### config.mk
export PLATFORM = sky130hd
export DESIGN_NAME = ram_copy_engine
export DESIGN_NICKNAME = d
export VERILOG_FILES = /design/src/rtl/ram_copy_engine.sv
export SDC_FILE = /design/constraint.sdc
export NUM_CORES = 1
export LEC_CHECK = 0
export ABC_AREA = 1
export CAP_MARGIN = 40
export CORE_MARGIN = 3
export CORE_UTILIZATION = 50
export CTS_BUF_LIST = sky130_fd_sc_hd__clkbuf_8
export CTS_CLUSTER_DIAMETER = 30
export DETAILED_ROUTE_END_ITERATION = 6
export GPL_ROUTABILITY_DRIVEN = 0
export PLACE_DENSITY = 0.86
export SYNTH_ARGS = -nofsm -noshare
export SYNTH_HDL_FRONTEND = slang
export SYNTH_SLANG_ARGS = --single-unit
### constraint.sdc
create_clock -name clk -period 1.84 [get_ports clk]
set_input_delay 0.46 -clock clk [delete_from_list [all_inputs] [get_ports clk]]
set_output_delay 0.46 -clock clk [all_outputs]
set_load 0.01 [all_outputs]
### src/rtl/ram_copy_engine.sv
// Block copy / block fill sequencer that owns the RAM64 port while busy.
// Copy takes READ then WRITE per word; fill issues one WRITE per word.
module ram_copy_engine #(
  parameter int ADDR_W = 6,
  parameter int DATA_W = 16
) (
  input  logic              clk,
  input  logic              reset_n,
  input  logic              start,
  input  logic              fill_mode,
  input  logic [ADDR_W-1:0] src_addr,
  input  logic [ADDR_W-1:0] dst_addr,
  input  logic [ADDR_W:0]   len,
  input  logic [DATA_W-1:0] fill_value,
  output logic              busy,
  output logic              done,
  output logic [ADDR_W-1:0] mem_address,
  output logic [DATA_W-1:0] mem_in,
  output logic              mem_load,
  input  logic [DATA_W-1:0] mem_out
);

  typedef enum logic [1:0] {
    S_IDLE  = 2'd0,
    S_READ  = 2'd1,
    S_WRITE = 2'd2,
    S_DONE  = 2'd3
  } state_t;

  state_t              r_state;
  state_t              w_next_state;
  logic [ADDR_W-1:0]   r_src_ptr;
  logic [ADDR_W-1:0]   r_dst_ptr;
  logic [ADDR_W:0]     r_remaining;
  logic                r_fill_mode;
  logic [DATA_W-1:0]   r_fill_value;
  logic [DATA_W-1:0]   r_data;
  logic                w_last_word;

  assign w_last_word = (r_remaining == {{ADDR_W{1'b0}}, 1'b1});

  // State register; reset forces IDLE so mem_load drops without waiting for a clock.
  always_ff @(posedge clk or negedge reset_n) begin
    if (!reset_n) begin
      r_state <= S_IDLE;
    end else begin
      r_state <= w_next_state;
    end
  end

  always_comb begin
    w_next_state = r_state;
    unique case (r_state)
      S_IDLE: begin
        if (start) begin
          if (len == '0) begin
            w_next_state = S_DONE;
          end else if (fill_mode) begin
            w_next_state = S_WRITE;
          end else begin
            w_next_state = S_READ;
          end
        end
      end
      S_READ: begin
        w_next_state = S_WRITE;
      end
      S_WRITE: begin
        if (w_last_word) begin
          w_next_state = S_DONE;
        end else if (r_fill_mode) begin
          w_next_state = S_WRITE;
        end else begin
          w_next_state = S_READ;
        end
      end
      S_DONE: begin
        w_next_state = S_IDLE;
      end
      default: begin
        w_next_state = S_IDLE;
      end
    endcase
  end

  // Operation registers: loaded once at start, then stepped by each WRITE.
  always_ff @(posedge clk or negedge reset_n) begin
    if (!reset_n) begin
      r_src_ptr    <= '0;
      r_dst_ptr    <= '0;
      r_remaining  <= '0;
      r_fill_mode  <= 1'b0;
      r_fill_value <= '0;
      r_data       <= '0;
    end else begin
      unique case (r_state)
        S_IDLE: begin
          if (start) begin
            r_src_ptr    <= src_addr;
            r_dst_ptr    <= dst_addr;
            r_remaining  <= len;
            r_fill_mode  <= fill_mode;
            r_fill_value <= fill_value;
          end
        end
        S_READ: begin
          r_data <= mem_out;
        end
        S_WRITE: begin
          r_src_ptr   <= r_src_ptr + 1'b1;
          r_dst_ptr   <= r_dst_ptr + 1'b1;
          r_remaining <= r_remaining - 1'b1;
        end
        default: begin
        end
      endcase
    end
  end

  // Moore outputs: nothing here depends on start, so the RAM port never sees it directly.
  always_comb begin
    busy        = 1'b0;
    done        = 1'b0;
    mem_address = '0;
    mem_in      = '0;
    mem_load    = 1'b0;
    unique case (r_state)
      S_READ: begin
        busy        = 1'b1;
        mem_address = r_src_ptr;
      end
      S_WRITE: begin
        busy        = 1'b1;
        mem_address = r_dst_ptr;
        mem_load    = 1'b1;
        mem_in      = r_fill_mode ? r_fill_value : r_data;
      end
      S_DONE: begin
        done = 1'b1;
      end
      default: begin
      end
    endcase
  end

endmodule

# After elaboration in Yosys (flattened, before gate mapping)
# Index checks and enable logic that the tools add are counted.
dict set report word_totals {
  regBits 54
  output_inout_bits 25
  wordCells 39
}
dict set report op_classes {
  add_sub_neg 3
  eq_ne 5
  n_mux 18
  reduce_logical 6
}
# op n
set ops {}
lappend ops {{one-hot mux 6 bit (2 select lines)} 3}
lappend ops {{2-to-1 mux 16 bit} 2}
lappend ops {{one-hot mux 7 bit (2 select lines)} 1}
lappend ops {{adder 6 x 1 -> 6 bit, second input constant} 2}
lappend ops {{2-to-1 mux 6 bit} 2}
lappend ops {{2-to-1 mux 2 bit} 5}
lappend ops {{one-hot mux 2 bit (4 select lines)} 1}
lappend ops {{== test 7 x 1 -> 1 bit, second input constant} 1}
lappend ops {{logical NOT 7 bit} 1}
lappend ops {{2-to-1 mux 7 bit} 1}
lappend ops {{subtractor 7 x 1 -> 7 bit, second input constant} 1}
lappend ops {{== test 2 bit, second input constant} 2}
lappend ops {{AND reduction 2 bit} 2}
lappend ops {{2-to-1 mux 1 bit} 3}
lappend ops {{== test 2 x 1 -> 1 bit, second input constant} 1}
lappend ops {{logical NOT 2 bit} 1}
lappend ops {{inequality test 2 bit, second input constant} 1}
lappend ops {{nonzero test 2 bit} 1}
lappend ops {{OR reduction 2 bit} 1}

# Logic depth before layout (Yosys ltp)
dict set report depth {
  depth_word 4
  depth_mapped 10
  depth_no_buf 10
}

# Least setup slack after synthesis
# Ideal clock, no wire load.
dict set report synth_timing {
  path_kind {register to output}
  startpoint {register r_state[0]}
  endpoint {output mem_in[0]}
  arrival_ns 1.412
  t_required_ns 1.380
  setup_slack_ns -0.032
  stages_incl_launch_ff 7
  n_path_buf 2
  path_cell_list {dfrtp_1 > inv_1 > ha_1 > buf_4 > clkbuf_1 > o21ai_0 > a21oi_1}
}
dict set report synth_between {
  elab_chain_cells 2
}
# element line
set synth_lines {}
lappend synth_lines {{start: declaration} 30} ;# state_t r_state;
lappend synth_lines {{start signal: assignment} 47} ;# r_state <= w_next_state;
lappend synth_lines {{== test 2 bit} 127} ;# unique case (r_state)
lappend synth_lines {{2-to-1 mux 16 bit} 127}
lappend synth_lines {{end: declaration} 18} ;# output logic [DATA_W-1:0] mem_in,
# No other way between the ends.

# Worst setup path after layout
dict set report layout_timing {
  startpoint {register r_state[0]}
  endpoint {output mem_in[6]}
}
# The elaborated chain is that of the path after synthesis.

==> impl_metrics.ini <==
[power]
max-vdd-ir-drop_v = 0.000829
seq_power_share_pct = 29.4
power.density_nw_per_um2 = 1770
swShare_pct = 47.2
power.total_mw = 7.73
p_comb_share_pct = 60.1
cell_internal_pwr_mw = 4.08
power.leakage_nw = 2.08
p_clk_share_pct = 10.5
p_sw_mw = 3.65

[worst_setup_path]
start_kind = flop
r2r_start = r_state[0]
setup.worst_path.class = reg -> out
ff2ff_path_depth = 12
end_kind = output port
r2r_setup_slack_ps = -220
cp-endpoint = mem_in[6]
critPathMaxFanout = 5
critical_path.startpoint = r_state[0]
worstPathRequired_ps = 1380
crit_arrival_ps = 1660
r2r-end = r_src_ptr[0]

[logic_synthesis]
synthesis.area_um2 = 2940
syn_nets = 456
ys_seq_elements = 54
avgSynthCellArea_um2 = 7.48
seq_area_frac_synth_pct = 46.0
synth_cell_types = 28
yosysWarnings = 0
syn_inst = 393

[clocking]
insertion_delay_ps = 320
h-tree-depth = 2
cts_tree = yes
path_clk_slew_ps = 100
cts_sinks = 54
postCtsHoldBufs = 0
clockBufferDepth = 2
cts_root_buf = clkbuf_8
cts_buffers = 5

[cells_and_area]
fin_nets = 561
insertedDiodeCount = 0
layout-drive-gt1-share_pct = 25.1
area_delta_synth_final_pct = 48.4
fin_cells = 571
layout_common_cells = 134 x nand2_1, 54 x dfrtp_1, 53 x clkdlybuf4s50_1
layout.cells.most_common = nand2_1

[global_routing]
grt_start_max_net_pins = 34
gr-total-overflow = 0
grt_usage_pct = 26.9
antenna_found_initial = 0
grt_pass1_wl_um = 13900
grt_pass1_vias = 2839

[status]
violations = negative setup slack
outcome = finished, violations left

[floorplanning]
die_w_um = 82.7
rows = 27
die_area_um2 = 6830
ios = 80
core-area_um2 = 5610
die_y_um = 82.7
start_util_pct = 52.4

[detailed_routing]
vias_per_cell = 6.02
dr.pass1.iters = 5
drc_errors = 0
wl_per_cell_um = 18.9
wl_um = 10800
ant_nets = 0
first_iter_violations = 448
vias = 3438

[place]
hpwl_um = 5920
dp.cells = 549
numPortBuffers = 79

[sta]
hold_violations = 0
timing.fmax_mhz = 471
layout_worst_path_cycle_share_pct = 115
worst_pin_slew_ps = 361
fin_skew_ps = 3.64
post-route-min-period_ps = 2120
slew_headroom_pct = 75.9
rsz0062_at_grt = true
final_max_slew_viol_count = 0
whs_ps = 33.9
setup_viol = 44
fin_ws_ps = -281

[worst_hold_path]
min_path_type = in -> async

[flow_run]
maxCapViolCount = 0
## area by class of cell
type                       count  area (um^2)
fill                         356         1250
multi-input combinational    286         1560
timing repair buffer         114         1080
tap                           72         90.1
clock buffer                   5         68.8
timing repair inverter         2         17.5
clock inverter                 3         41.3
inverter                      35          149
sequential                    54         1350
## metal layers
metal / wire (um) / global-route usage, %
met5: 0 / 0
met1: 4020 / 34.7
met2: 5160 / 43.6
met4: 517 / 10.8
met3: 1110 / 6.07
## cell usage after synthesis
cell,number,area [um^2]
ha_1,8,100
o21ai_0,49,245
buf_1,3,11.3
o22ai_1,2,12.5
inv_1,32,120
buf_6,3,33.8
nand2_1,139,522
a21oi_1,30,150
o211ai_1,1,7.51
nor2_8,1,20.0
clkinv_4,1,8.76
buf_4,3,22.5
nand3_1,11,55.1
nor2_4,1,11.3
or2_2,1,6.26
dfrtp_1,54,1350
xor2_1,2,17.5
nand2_4,1,11.3
a21boi_0,1,7.51
nand4_1,2,12.5
buf_2,3,15.0
nand3b_1,2,15.0
clkbuf_1,7,26.3
o21ai_1,2,10.0
inv_4,2,12.5
a31oi_1,4,25.0
or2_1,1,6.26
nor2_1,27,101
## power by group through the flow
| stage | clock [mW] | combinational (mW) | sequential (mW) |
|---|---|---|---|
| 2_1_floorplan | 0 | 2.13 | 2.04 |
| 3_3_place_gp | 0 | 3.26 | 2.14 |
| 3_5_place_dp | 0 | 3.39 | 2.16 |
| 4_1_cts | 0.802 | 3.71 | 2.18 |
| 6_report | 0.812 | 4.65 | 2.27 |
| 5_1_grt | 0.853 | 4.96 | 2.30 |
## critical path, stage by stage, from the launching register on
cell and delay [ps]:
dfrtp_1 410, inv_2 120, ha_4 210, buf_2 160
o21ai_1 90, a21oi_1 190, buf_2 180
## logic make-up after synthesis
kind of cell	synth area share [%]
and+or+nand+nor	25.9
AOI/OAI and AO/OA	15.6
buffers and inverters	8.52
DFF	46.0
adders and majority gates	3.41
xor gates and xnor gates	0.596
## registers in the layout (all words and copies together) (netlist names)
name / cells
r_data: 16
r_dst_ptr: 6
r_fill_mode: 1
r_fill_value: 16
r_remaining: 7
r_src_ptr: 6
r_state: 2
## stage by stage
step	TNS (ps)	area (um^2)	setup slack [ps]	utilization, %
finish	-6300	4360	-281	77.7
global route	-7970	4360	-299	77.7
CTS	-2120	4110	-104	73.2
detailed placement	-5050	3910	-279	69.7
global placement	-3870	3910	-232	69.7
floorplan	0	2940	57.3	-
## worst min path at each step
stage	endpoint	startpoint	cells past startpoint	slack, ps
floorplan	r_data[0]	reset_n	0	160
global placement	r_remaining[3]	reset_n	1	380
detailed placement	r_remaining[3]	reset_n	1	380
CTS	r_remaining[3]	reset_n	1	40
global route	r_remaining[0]	reset_n	1	50
finish	r_remaining[3]	reset_n	1	30
## timing repair
item                                    in CTS  in global routing
gates cloned                                 4                  2
endpoints found under the setup margin      28                 45
resized for setup                          150                 53
buffers inserted                             1                  9
pin swaps                                    7                  8
Power figures use the tool's default switching activity.
==> patch 1: new RTL, same settings <==
Register the output `mem_address`; this adds one clock of latency there. The other outputs are not delayed to match.
--- a/src/rtl/ram_copy_engine.sv
+++ b/src/rtl/ram_copy_engine.sv
@@ -28,2 +28,4 @@
   } state_t;
+
+  logic [ADDR_W-1:0] mem_address_d;
 
@@ -123,3 +125,3 @@
     done        = 1'b0;
-    mem_address = '0;
+    mem_address_d = '0;
     mem_in      = '0;
@@ -129,3 +131,3 @@
         busy        = 1'b1;
-        mem_address = r_src_ptr;
+        mem_address_d = r_src_ptr;
       end
@@ -133,3 +135,3 @@
         busy        = 1'b1;
-        mem_address = r_dst_ptr;
+        mem_address_d = r_dst_ptr;
         mem_load    = 1'b1;
@@ -145,2 +147,6 @@
 
+  always_ff @(posedge clk) begin
+    mem_address <= mem_address_d;
+  end
+
 endmodule
Behaviour: not the same (a bounded check fails within 4 cycles, from zero or initial values and one cycle with reset_n low).
==> patch 1 against the original RTL <==
The run still ends with negative setup slack left; power is 12% lower; sequential share of layout area is 4.4 points higher; critical endpoint is now mem_in[4]; highest routed layer unchanged; critical path type unchanged; via count is 16% lower; area after synthesis is 6.0% higher; sequential cell count is 6 higher; count of clock-buffer cells in the layout is 6 higher; largest cell class is now registers; routed wire length is 26% lower; cell area is 4.7% lower; critical path depth stayed put; setup slack better by 0.20 ns.
==> patch 1: results (changes against the original RTL) <==
Finish
The final layout net count is 551 (was 561). The share of final-layout standard cells stronger than drive strength 1 is 15.9% (was 25.1%). The layout filler cell count is 474 (was 356).

Yosys
The number of distinct library cells after synthesis is 32 (was 28). Cell types occupying the most area after synthesis: sky130_fd_sc_hd__dfrtp_1 43%, sky130_fd_sc_hd__nand2_1 16%, sky130_fd_sc_hd__o21ai_0 8.2% (was sky130_fd_sc_hd__dfrtp_1 46%, sky130_fd_sc_hd__nand2_1 18%, sky130_fd_sc_hd__o21ai_0 8.3%). The number of warnings reported in the yosys synthesis log is 0 (unchanged). The xor and xnor fraction of the mapped netlist area is 0.281% (was 0.596%).

The share of synthesized area occupied by flip-flops and latches is 47.3% (was 46.0%). The fraction of the mapped netlist area in adder cells came to 3.22% (was 3.41%). Commonest cells post-synth: 136 x sky130_fd_sc_hd__nand2_1, 54 x sky130_fd_sc_hd__dfrtp_1, 51 x sky130_fd_sc_hd__o21ai_0 (was 139 x sky130_fd_sc_hd__nand2_1, 54 x sky130_fd_sc_hd__dfrtp_1, 49 x sky130_fd_sc_hd__o21ai_0). The async set-reset flop share out of synthesis is 90.0% (was 100%). The fraction of the mapped netlist area in compound gates is 15.7% (was 15.6%). The synthesized netlist net count was 463 (was 456).

Placed design
The placed instance area is 4010 sq um (was 3910 sq um). The number of port buffers is 79 (unchanged). The post-DP HPWL was 5910 um (was 5920 um). The pre-CTS setup slack is -0.292 ns (was -0.279 ns).

Global route
The via count of the first global-routing pass was 2751 (was 2839). The combined global-route utilization of all metal layers is 23.4% (was 26.9%). The wire length of the first global-routing pass came to 13200 um (was 13900 um). The pin count of the biggest net entering global routing came to 35 (was 34). The initial antenna violation count came to 0 (unchanged).

Status
Violated checks: negative setup slack (unchanged). Run status: finished, violations left (unchanged).

Routing
The uppermost signal routing layer after detailed routing was met4 (unchanged). The met1 routed wirelength after detailed routing came to 3540 um (was 4020 um). The DRC marker count from the first detailed-route iteration came to 153 (was 448). The overall via count from detail_route is 2889 (was 3438).

The met3 wire length is 399 um (was 1110 um). The total wire length is 8000 um (was 10800 um). The met2 layer wire length in the routed design was 3880 um (was 5160 um). The length of the first detailed-routing pass in iterations is 5 (unchanged).

Clocking
The maximum level of the CTS H-tree is 3 (was 2). The insertion delay of the later-clocked pin in the worst-skew pair is 0.35 ns (was 0.32 ns). The post-CTS clock slew at the launch and capture registers of the worst setup and hold paths is 0.07 ns (was 0.10 ns). The number of buffers inserted during clock tree synthesis is 9 (was 5).

Pwr
The peak supply drop is 0.000835 V (was 0.000829 V). The leakage component of the power is 1.99 nW (was 2.08 nW).

STA
The setup violation total in the final timing report is 15 (was 44). The setup total negative slack is -0.577 ns (was -6.30 ns). The worst path setup slack after routing is -0.0797 ns (was -0.281 ns). The headroom to the max-slew limit came to 65.7% (was 75.9%). The clock skew after layout was 0.00955 ns (was 0.00364 ns).

Worst hold path
The type of the most critical hold path is primary input to asynchronous set/reset pin (unchanged).

Critical path
The critical-path maximum fanout was 8 (was 5).
==> patch 1: cell count changes after synthesis, sizes merged, moves of 2 or more <==
| cell | delta |
|---|---|
| o211ai | +2 |
| nand4 | +2 |
| nor2 | -4 |
| nand3 | +4 |
| inv | +6 |
| nand3b | -2 |
| dfxtp | +6 |
| nand2 | -3 |
==> patch 1: worst paths after layout <==
check	slack, ns	end	cells after the start
max	-0.08	mem_in[4]	6
min	0.08	r_data[9]$_DFFE_PN0N_	1
max reg2reg	0.12	r_dst_ptr[4]$_DFFE_PN0P_	10
min reg2reg	0.50	r_remaining[4]$_DFFE_PN0P_	2
max in group asynchronous	1.20	r_remaining[2]$_DFFE_PN0P_	2
min in group clk	0.50	r_remaining[4]$_DFFE_PN0P_	2
==> patch 1: logic make-up after synthesis <==
logic type,Yosys count
adders and majority gates,8
xor gates and xnor gates,1
AOI/OAI and AO/OA,89
DFF,60
buffers and inverters,59
and+or+nand+nor,183
==> patch 1: cell type report <==
cell class	count	share of cell area, %
Inverter	40	3.85
Tap cell	75	2.26
Clock buffer	11	3.64
Sequential cell	60	35.4
Clock inverter	4	0.602
Multi-Input combinational cell	281	33.6
Timing Repair Buffer	96	20.6
==> patch 1: repair_timing <==
item,in CTS,in global routing
resized for setup,92,5
setup buffers,2,0
pin swaps,1,0
setup endpoints to repair,19,20
==> patch 1: stage by stage <==
| stage | hold slack, ns | utilization [%] | instances |
|---|---|---|---|
| 6_report | 0.0793 | 69.4 | 567 |
| 5_1_grt | 0.105 | 69.4 | 567 |
| 4_1_cts | 0.0969 | 69.1 | 567 |
| 3_5_place_dp | 0.463 | 67.0 | 550 |
| 3_3_place_gp | 0.457 | 67.0 | 550 |
| 2_1_floorplan | 0.164 | - | 400 |
==> patch 1: critical path, stage by stage (launching register included) <==
cell	delay, ns
sky130_fd_sc_hd__dfrtp_1	0.39
sky130_fd_sc_hd__inv_2	0.08
sky130_fd_sc_hd__ha_4	0.14
sky130_fd_sc_hd__buf_6	0.14
sky130_fd_sc_hd__o21ai_2	0.08
sky130_fd_sc_hd__a21oi_2	0.14
sky130_fd_sc_hd__buf_2	0.16
==> patch 1: layer usage <==
metal,track usage (%),vias to the layer above
met1,32.1,1316
met2,36.5,94
met5,0,-
li1,-,1460
met3,4.76,19
met4,9.21,0
==> patch 1: power by group <==
group	internal [mW]	total [mW]	switching, mW
Sequential	1.96	2.36	0.407
Combinational	1.33	3.34	2.01
Clock	0.549	1.08	0.527
Total	3.83	6.78	2.95
==> patch 2: new RTL, config.mk and constraints unchanged <==
Made on the original files. `ADDR_W`: 6 -> 7.
--- a/src/rtl/ram_copy_engine.sv
+++ b/src/rtl/ram_copy_engine.sv
@@ -3,3 +3,3 @@
 module ram_copy_engine #(
-  parameter int ADDR_W = 6,
+  parameter int ADDR_W = 7,
   parameter int DATA_W = 16
Ports: changed (resized dst_addr, len, mem_address and src_addr); port bits go from 80 to 84. The function was not compared with the original's and may differ.
==> patch 2 against the original RTL <==
The run still ends with negative setup slack left; power grew 8.3%; sequential power increased by 5%; area after synthesis up 7.2%; combinational power grew 5.8%; routed wire length down 0.78%; setup slack better by 0.016 ns; cell area is 8.4% higher; sequential cell count is 3 higher; maximum frequency rose by 0.74%; highest routed layer unchanged.
==> patch 2: results (changes against the original RTL) <==
Status
Run status: finished, violations left (unchanged). Violated checks: negative setup slack (unchanged).

Critical path
The critical register-to-register path endpoint was r_dst_ptr[1]$_DFFE_PN0P_ (was r_src_ptr[0]$_DFFE_PN0P_). The slack of the worst reg-to-reg path is -0.24 ns (was -0.22 ns). The path depth of the worst reg2reg path came to 11 (was 12).

The destination of the critical timing path is mem_address[1] (was mem_in[6]).

STA
The clock skew after layout is 0.0113 ns (was 0.00364 ns). The headroom to the max-slew limit is 64.6% (was 75.9%). The worst path setup slack after routing was -0.266 ns (was -0.281 ns). The setup violation total in the final timing report came to 46 (was 44).

Clocking
The number of post-CTS setup repair buffers was 8 (was 1). The insertion delay of the later-clocked pin in the worst-skew pair was 0.34 ns (was 0.32 ns). The post-CTS clock slew at the launch and capture registers of the worst setup and hold paths is 0.08 ns (was 0.10 ns). The post-cts gate resize count is 147 (was 150).

Pwr
The leakage component of the power was 2.27 nW (was 2.08 nW).

Routing
The average detailed-routed wire length per instance is 16.9 um (was 18.9 um). The detailed-route vias per instance came to 5.64 (was 6.02). The DRC marker count from the first detailed-route iteration is 340 (was 448).

The met3 wire length is 775 um (was 1110 um).

Yosys
The share of synthesized area occupied by flip-flops and latches is 45.3% (was 46.0%). The synthesized netlist net count is 500 (was 456). Commonest cells post-synth: 150 x sky130_fd_sc_hd__nand2_1, 57 x sky130_fd_sc_hd__dfrtp_1, 50 x sky130_fd_sc_hd__o21ai_0 (was 139 x sky130_fd_sc_hd__nand2_1, 54 x sky130_fd_sc_hd__dfrtp_1, 49 x sky130_fd_sc_hd__o21ai_0).

Global route
The combined global-route utilization of all metal layers is 25.7% (was 26.9%).

Floorplanning
The die area is 7290 sq um (was 6830 sq um).

Finish
Regs by FF count: r_data x16, r_fill_value x16, r_remaining x8 (was r_data x16, r_fill_value x16, r_remaining x7).

Placed design
The number of port buffers is 83 (was 79).
## patch 2: metal layers
layer | up-vias | track usage (%)
met4 | 0 | 8.20
met1 | 1692 | 34.6
met5 | - | 0
met3 | 50 | 5.15
met2 | 201 | 41.9
li1 | 1634 | -
## patch 2: worst register-to-register path, stage by stage (launching register included)
cell and delay [ns]:
sky130_fd_sc_hd__dfrtp_1 0.40, sky130_fd_sc_hd__buf_6 0.14, sky130_fd_sc_hd__ha_4 0.16, sky130_fd_sc_hd__buf_6 0.14, sky130_fd_sc_hd__buf_6 0.12, sky130_fd_sc_hd__buf_6 0.11, sky130_fd_sc_hd__inv_4 0.06, sky130_fd_sc_hd__nor2_4 0.04
sky130_fd_sc_hd__nor2_4 0.34, sky130_fd_sc_hd__buf_6 0.18, sky130_fd_sc_hd__inv_8 0.06, sky130_fd_sc_hd__a31oi_1 0.22
## patch 2: power breakdown
group,internal (mW),switching (mW)
Combinational,2.07,2.85
Clock,0.554,0.516
Sequential,1.87,0.508
## patch 2: how the worst min path moves through the flow
stage	start	endpoint	slack [ns]	cells past startpoint
2_1_floorplan	reset_n	r_data[0]$_DFFE_PN0N_	0.16	0
3_5_place_dp	r_fill_value[13]$_DFFE_PN0P_	r_fill_value[13]$_DFFE_PN0P_	0.46	2
6_report	reset_n	r_src_ptr[4]$_DFFE_PN0P_	0.09	1
4_1_cts	reset_n	r_src_ptr[1]$_DFFE_PN0P_	0.1	1
3_3_place_gp	reset_n	r_remaining[3]$_DFFE_PN0P_	0.45	1
5_1_grt	reset_n	r_src_ptr[1]$_DFFE_PN0P_	0.12	1
## patch 2: area by class of cell
| type | count | area (sq um) | share of cell area (%) |
|---|---|---|---|
| clock inverters | 5 | 31.3 | 0.662 |
| repair inverters | 2 | 20.0 | 0.424 |
| multi-input cells | 316 | 1680 | 35.5 |
| flip-flops and latches | 57 | 1430 | 30.2 |
| repair buffers | 127 | 1150 | 24.4 |
| clock buffers | 11 | 151 | 3.20 |
| well taps | 75 | 93.8 | 1.99 |
| inverters | 41 | 170 | 3.60 |
## patch 2: per-stage QoR
stage                     TNS, ns  setup slack, ns  utilization (%)  cells
final                       -6.51           -0.266             78.4    634
after global routing        -8.79           -0.315             78.4    634
after CTS                   -2.30           -0.176             73.5    624
after detailed placement    -4.84           -0.298             69.8    600
after global placement      -4.16           -0.243             69.8    600
after floorplan                 0           0.0365                -    434
## patch 2: logic make-up (layout without fill, tap and decap cells)
| logic type | Yosys count | in the layout | synth area share (%) |
|---|---|---|---|
| simple gates | 212 | 212 | 27.2 |
| compound gates | 96 | 96 | 15.8 |
| buf+inv | 61 | 186 | 8.58 |
| flops | 57 | 57 | 45.3 |
| fa+ha+maj | 8 | 8 | 3.18 |
